[config.mk]
export PLATFORM = sky130hd
export DESIGN_NAME = redutor_de_sinal
export DESIGN_NICKNAME = d
export VERILOG_FILES = /design/src/rtl/redutor_de_sinal_pkg.sv /design/src/rtl/redutor_de_sinal_nucleo.sv /design/src/rtl/redutor_de_sinal.sv
export SDC_FILE = /design/constraint.sdc
export NUM_CORES = 1
export LEC_CHECK = 0
export ABC_AREA = 1
export BUFFER_PORTS_ARGS = -buffer_cell sky130_fd_sc_hd__buf_4
export CAP_MARGIN = 20
export CORE_ASPECT_RATIO = 2
export CORE_MARGIN = 5
export CORE_UTILIZATION = 45
export DETAILED_ROUTE_END_ITERATION = 12
export PLACE_DENSITY = 0.7
export SYNTH_ARGS = -nofsm -noshare
export SYNTH_HDL_FRONTEND = slang
export SYNTH_SLANG_ARGS = --single-unit
[constraint.sdc]
create_clock -name Clock -period 1.5 [get_ports Clock]
set_input_delay 0.225 -clock Clock [delete_from_list [all_inputs] [get_ports Clock]]
set_output_delay 0.225 -clock Clock [all_outputs]
set_load 0.005 [all_outputs]
[src/rtl/redutor_de_sinal_pkg.sv]
// redutor_de_sinal_pkg
// Shared constants for the immediate-narrowing path: the modo encoding and
// the derivation of the signed output range limits from the output width.
// Used by redutor_de_sinal_nucleo and any other immediate datapath that needs
// the same MIN/MAX definition.
package redutor_de_sinal_pkg;

  // Narrowing behaviour when the input does not fit the output width.
  typedef enum logic {
    SATURAR = 1'b0,
    TRUNCAR = 1'b1
  } modo_e;

  // Largest representable value of a signed word of the given width: 2^(w-1)-1.
  function automatic logic signed [31:0] limite_max(input int unsigned largura);
    limite_max = (32'sd1 <<< (largura - 32'd1)) - 32'sd1;
  endfunction

  // Smallest representable value of a signed word of the given width: -2^(w-1).
  function automatic logic signed [31:0] limite_min(input int unsigned largura);
    limite_min = -(32'sd1 <<< (largura - 32'd1));
  endfunction

endpackage

[src/rtl/redutor_de_sinal_nucleo.sv]
// redutor_de_sinal_nucleo
// Combinational range check and narrowing of a signed word.
// Ports:
//   entrada   [LARGURA_ENTRADA-1:0] signed input value
//   modo      0 = saturate, 1 = wrap (keep low bits)
//   resultado [LARGURA_SAIDA-1:0]   narrowed signed value
//   estouro   input lies outside the signed output range
module redutor_de_sinal_nucleo
  import redutor_de_sinal_pkg::*;
#(
  parameter int LARGURA_ENTRADA = 8,
  parameter int LARGURA_SAIDA   = 5
) (
  input  logic [LARGURA_ENTRADA-1:0] entrada,
  input  logic                       modo,
  output logic [LARGURA_SAIDA-1:0]   resultado,
  output logic                       estouro
);

  localparam logic [LARGURA_SAIDA-1:0] MAX_C = LARGURA_SAIDA'(limite_max(LARGURA_SAIDA));
  localparam logic [LARGURA_SAIDA-1:0] MIN_C = LARGURA_SAIDA'(limite_min(LARGURA_SAIDA));

  // The value fits exactly when every bit from the output sign bit upward
  // is a copy of the input sign, i.e. the discarded bits are pure sign extension.
  logic [LARGURA_ENTRADA-LARGURA_SAIDA:0] topo_s;
  logic                                   dentro_s;

  assign topo_s   = entrada[LARGURA_ENTRADA-1:LARGURA_SAIDA-1];
  assign dentro_s = (&topo_s) | ~(|topo_s);

  // Range check and selection of the narrowed value.
  always_comb begin
    resultado = entrada[LARGURA_SAIDA-1:0];
    estouro   = 1'b0;
    if (dentro_s) begin
      resultado = entrada[LARGURA_SAIDA-1:0];
      estouro   = 1'b0;
    end else begin
      estouro = 1'b1;
      case (modo_e'(modo))
        SATURAR: resultado = entrada[LARGURA_ENTRADA-1] ? MIN_C : MAX_C;
        TRUNCAR: resultado = entrada[LARGURA_SAIDA-1:0];
        default: resultado = entrada[LARGURA_SAIDA-1:0];
      endcase
    end
  end

endmodule

[src/rtl/redutor_de_sinal.sv]
// redutor_de_sinal
// Two-stage valid/ready pipeline that narrows a signed word to a smaller
// signed immediate (saturate or wrap) and counts out-of-range deliveries.
// Ports:
//   Clock, Reset              rising-edge clock, synchronous active-high reset
//   Entrada, modo             input word and narrowing mode (0 sat, 1 wrap)
//   in_valid / in_ready       upstream handshake
//   Resultado, estouro        narrowed value and out-of-range flag
//   out_valid / out_ready     downstream handshake
//   limpar                    synchronous clear of contador_estouros
//   contador_estouros         saturating count of delivered out-of-range words
module redutor_de_sinal
  import redutor_de_sinal_pkg::*;
#(
  parameter int LARGURA_ENTRADA = 8,
  parameter int LARGURA_SAIDA   = 5
) (
  input  logic                       Clock,
  input  logic                       Reset,
  input  logic [LARGURA_ENTRADA-1:0] Entrada,
  input  logic                       modo,
  input  logic                       in_valid,
  output logic                       in_ready,
  output logic [LARGURA_SAIDA-1:0]   Resultado,
  output logic                       estouro,
  output logic                       out_valid,
  input  logic                       out_ready,
  input  logic                       limpar,
  output logic [7:0]                 contador_estouros
);

  logic                       s1_valid_r;
  logic [LARGURA_ENTRADA-1:0] s1_entrada_r;
  logic                       s1_modo_r;
  logic                       s2_valid_r;
  logic [LARGURA_SAIDA-1:0]   s2_resultado_r;
  logic                       s2_estouro_r;
  logic [7:0]                 contador_r;

  logic [LARGURA_SAIDA-1:0]   nucleo_resultado_s;
  logic                       nucleo_estouro_s;
  logic                       s2_livre_s;
  logic                       s1_livre_s;
  logic                       transf_saida_s;

  // A stage may load when it is empty or its word leaves at this same edge.
  assign s2_livre_s     = !s2_valid_r || out_ready;
  assign s1_livre_s     = !s1_valid_r || s2_livre_s;
  assign transf_saida_s = s2_valid_r && out_ready;

  assign in_ready          = s1_livre_s;
  assign out_valid         = s2_valid_r;
  assign Resultado         = s2_resultado_r;
  assign estouro           = s2_estouro_r;
  assign contador_estouros = contador_r;

  redutor_de_sinal_nucleo #(
    .LARGURA_ENTRADA(LARGURA_ENTRADA),
    .LARGURA_SAIDA  (LARGURA_SAIDA)
  ) u_nucleo (
    .entrada  (s1_entrada_r),
    .modo     (s1_modo_r),
    .resultado(nucleo_resultado_s),
    .estouro  (nucleo_estouro_s)
  );

  // Stage 1: captures the raw input word and its mode.
  always_ff @(posedge Clock) begin
    if (Reset) begin
      s1_valid_r   <= 1'b0;
      s1_entrada_r <= {LARGURA_ENTRADA{1'b0}};
      s1_modo_r    <= 1'b0;
    end else if (s1_livre_s) begin
      s1_valid_r <= in_valid;
      if (in_valid) begin
        s1_entrada_r <= Entrada;
        s1_modo_r    <= modo;
      end
    end
  end

  // Stage 2: captures the narrowed result; holds it while downstream stalls.
  always_ff @(posedge Clock) begin
    if (Reset) begin
      s2_valid_r     <= 1'b0;
      s2_resultado_r <= {LARGURA_SAIDA{1'b0}};
      s2_estouro_r   <= 1'b0;
    end else if (s2_livre_s) begin
      s2_valid_r <= s1_valid_r;
      if (s1_valid_r) begin
        s2_resultado_r <= nucleo_resultado_s;
        s2_estouro_r   <= nucleo_estouro_s;
      end
    end
  end

  // Overflow counter: clear wins over increment, sticks at 255.
  always_ff @(posedge Clock) begin
    if (Reset) begin
      contador_r <= 8'd0;
    end else if (limpar) begin
      contador_r <= 8'd0;
    end else if (transf_saida_s && s2_estouro_r && (contador_r != 8'hFF)) begin
      contador_r <= contador_r + 8'd1;
    end
  end

endmodule

==> metrics.md <==
| Metric | Value |
|---|---|
| Die area | `0.003778 mm2` |
| CP Buf/Inv Count | `2` |
| Cells after synthesis | `161` |
| Worst path arrival time | `1.47 ns` |
| Commonest non-fill, non-tap cell in the layout | `buf_4` |
| Worst Hold Class | `in -> reg` |
| Syn_nets | `176` |
| IO Count | `30` |
| CTS buffer count | `3` |
| Core Rows | `26` |
| Detailed-route wire length | `2.555 mm` |
| Internal power | `0.0009653 W` |
| Crit. End Element | `flip-flop` |
| Register area | `501.7 um2` |
| Clock Sinks | `25` |
| Count of final setup violators | `0` |
| Crit-path cells | `ha_1 > nand2_1 > inv_1 > nand3_4 > nand2_4 > inv_2 > nand2_2 > nand2_1 > nor2_1` |
| Switching fraction of total power | `0.2451` |
| Via count | `1149` |
| Worst clock skew | `0.002934 ns` |
| Most frequent cells in the layout | `buf_4 (29), nand2_1 (27), dfxtp_1 (24), nor2_1 (23), a21oi_1 (20)` |
| Die Y-Extent | `82.07 um` |
| Post-CTS setup buffers | `0` |
| Flop pwr share | `0.564` |
| R2R depth | `9` |
| DR pass1 iterations | `5` |
| Area grow syn2layout | `24.52%` |
| Design area | `0.001455 mm2` |
| Layout cells sized above 1 | `0.2396` |
| Worst r2r src | `contador_estouros[1]` |
| Die width | `46.04 um` |
| Initial antenna violation count | `0` |
| Clock transition at path regs | `0.08 ns` |
| Library cells used by synthesis | `20` |
| Yosys warning total | `0` |
| Iter 0 DRT Violations | `22` |
| Core area | `0.002537 mm2` |
| Post-route DRC | `0` |
| Max VDD drop | `0.6988 mV` |
| Grt ovf | `0` |
| Dpl cell area | `0.001409 mm2` |
| DP Wirelength | `2.144 mm` |
| RSZ-0062 raised after global routing | `false` |
| Slew Viols, Final | `0` |
| Power share of the combinational group | `0.134` |
| Total Power | `0.001279 W` |
| Peak Freq | `786.7 MHz` |
| Leak pwr | `0.6962 nW` |
| FF-to-FF End | `contador_estouros[0]` |
| Final worst-path cycle share | `0.8474` |
| Clock latency on the worst-skew pair | `0.26 ns` |
| Sum of negative setup slack | `0 ns` |
| H-tree lvl count | `1` |
| Max-slew headroom | `0.7773` |
| CP peak stage delay | `0.39 ns` |
| CP max-delay cell | `dfxtp_1` |
| GPL Wtd Cong | `0.8532` |
| Reg2reg setup slack | `0.23 ns` |
| Worst setup SP type | `flip-flop` |
| DR vias/cell | `5.223` |
| Register area share after synthesis | `0.4283` |
| WHS Endpoint | `s1_entrada_r[7]` |
| Worst-margin pin slew | `0.3329 ns` |
| Multi-input gate area | `576.8 um2` |
| Hold depth | `3` |
| Filler Cell Count | `242` |
| FF+latch count, synth | `25` |
| Area of the mapped netlist | `0.001169 mm2` |
| Routed WL per cell | `11.61 um` |
| Vias in the first global route | `1085` |
| Final #Nets | `208` |
| Avg Cell Area, Syn | `7.259 um2` |
| Switching power | `0.0003135 W` |
| Port Buffers | `29` |
| First-pass GRT wire length | `4.312 mm` |
| CTS tree | `done` |
| Worst Setup SP | `contador_estouros[1]` |
| Delay-heaviest family, CP | `simple AND/OR/NAND/NOR gates` |
| Final min period | `1.271 ns` |
| Final Util | `0.5735` |
| Status | `finished, final reports clean` |
| WS Path Type | `reg -> reg` |
| Clk root buf | `clkbuf_8` |
| Initial Utilization | `0.4606` |
| CP Max Fanout | `7` |
| N_diodes | `0` |
| Most common cell on crit path | `nand2_1` |
| Worst EP required | `1.70 ns` |
| Total Routing Usage GR | `0.1541` |
| Largest net degree at the start of global routing | `17` |
| Hold Path Origin | `Entrada[7]` |
| Post-route ant nets | `0` |
| CTS Buffer Depth | `2` |
| Final Hold Fails | `0` |
| Max_cap viols | `0` |
| Pwr dens | `878.8 mW/mm2` |
| Clock Power Share | `0.302` |
cell families after synthesis:
family,share of synthesized area
simple gates,0.3255
fa+ha+maj,0.01070
buf+inv,0.07816
compound gates,0.1574
flops,0.4283
metrics by stage:
step           hold slack, ns  instances  setup WS (ns)
2_1_floorplan          0.3838        161         0.2917
3_3_place_gp           0.4558        216         0.2580
3_5_place_dp           0.4613        216         0.1835
4_1_cts                0.2054        220         0.1671
5_1_grt                0.2208        220        0.04450
6_report               0.2063        220         0.2289
power groups by stage:
stage | clock network (W) | registers [W] | logic, W
2_1_floorplan | 0 | 0.000732 | 0.000106
3_3_place_gp | 0 | 0.000735 | 0.000171
3_5_place_dp | 0 | 0.000736 | 0.000174
4_1_cts | 0.000398 | 0.000720 | 0.000175
5_1_grt | 0.000427 | 0.000725 | 0.000193
6_report | 0.000386 | 0.000721 | 0.000172
synth_stat cells (all sizes together):
master | number | area, um2
a21oi | 20 | 100.1
a31oi | 1 | 6.260
buf | 2 | 12.51
dfxtp | 25 | 500.5
ha | 1 | 12.51
inv | 21 | 78.83
nand2 | 32 | 137.6
nand3 | 17 | 97.60
nand4 | 2 | 12.51
nor2 | 26 | 132.6
o21ai | 14 | 77.58
flip-flops by register name (all words and copies together), names as in the netlist:
| name | cells |
|---|---|
| contador_estouros | 8 |
| s1_entrada_r | 8 |
| Resultado | 5 |
| estouro | 1 |
| out_valid | 1 |
| s1_modo_r | 1 |
| s1_valid_r | 1 |
area by class of cell:
type,count,share of cell area
flip-flops and latches,25,0.3448
clock buffers,4,0.03095
well taps,28,0.02408
repair buffers,29,0.1496
multi-input cells,113,0.3964
inverters,21,0.05417
worst min-delay path, delay by kind of cell:
| family | cells | cell delay, ns |
|---|---|---|
| AO/OA/AOI/OAI | 1 | 0.07 |
| AND/OR/NAND/NOR | 1 | 0.07 |
| buffers and inverters | 1 | 0.07 |
what timing repair did:
item / 4_1_cts / 5_1_grt
setup endpoints to repair: 0 / 1
gates resized for setup: 0 / 1
hold buffers: 0 / 0
per-layer routing:
| metal | wire [um] | GRT usage |
|---|---|---|
| met2 | 1431 | 0.2914 |
| met1 | 851 | 0.1275 |
| met3 | 168 | 0.03509 |
| met4 | 104 | 0.1083 |
| met5 | 0 | 0 |
worst max-delay path by stage:
stage / to / depth (start not counted)
after floorplan: contador_estouros[1] / 8
after global routing: contador_estouros[5] / 8
final: contador_estouros[0] / 9
after global placement: contador_estouros[0] / 8
after CTS: contador_estouros[1] / 8
after detailed placement: contador_estouros[1] / 8
Note: power is estimated with default switching activity, not from simulation.
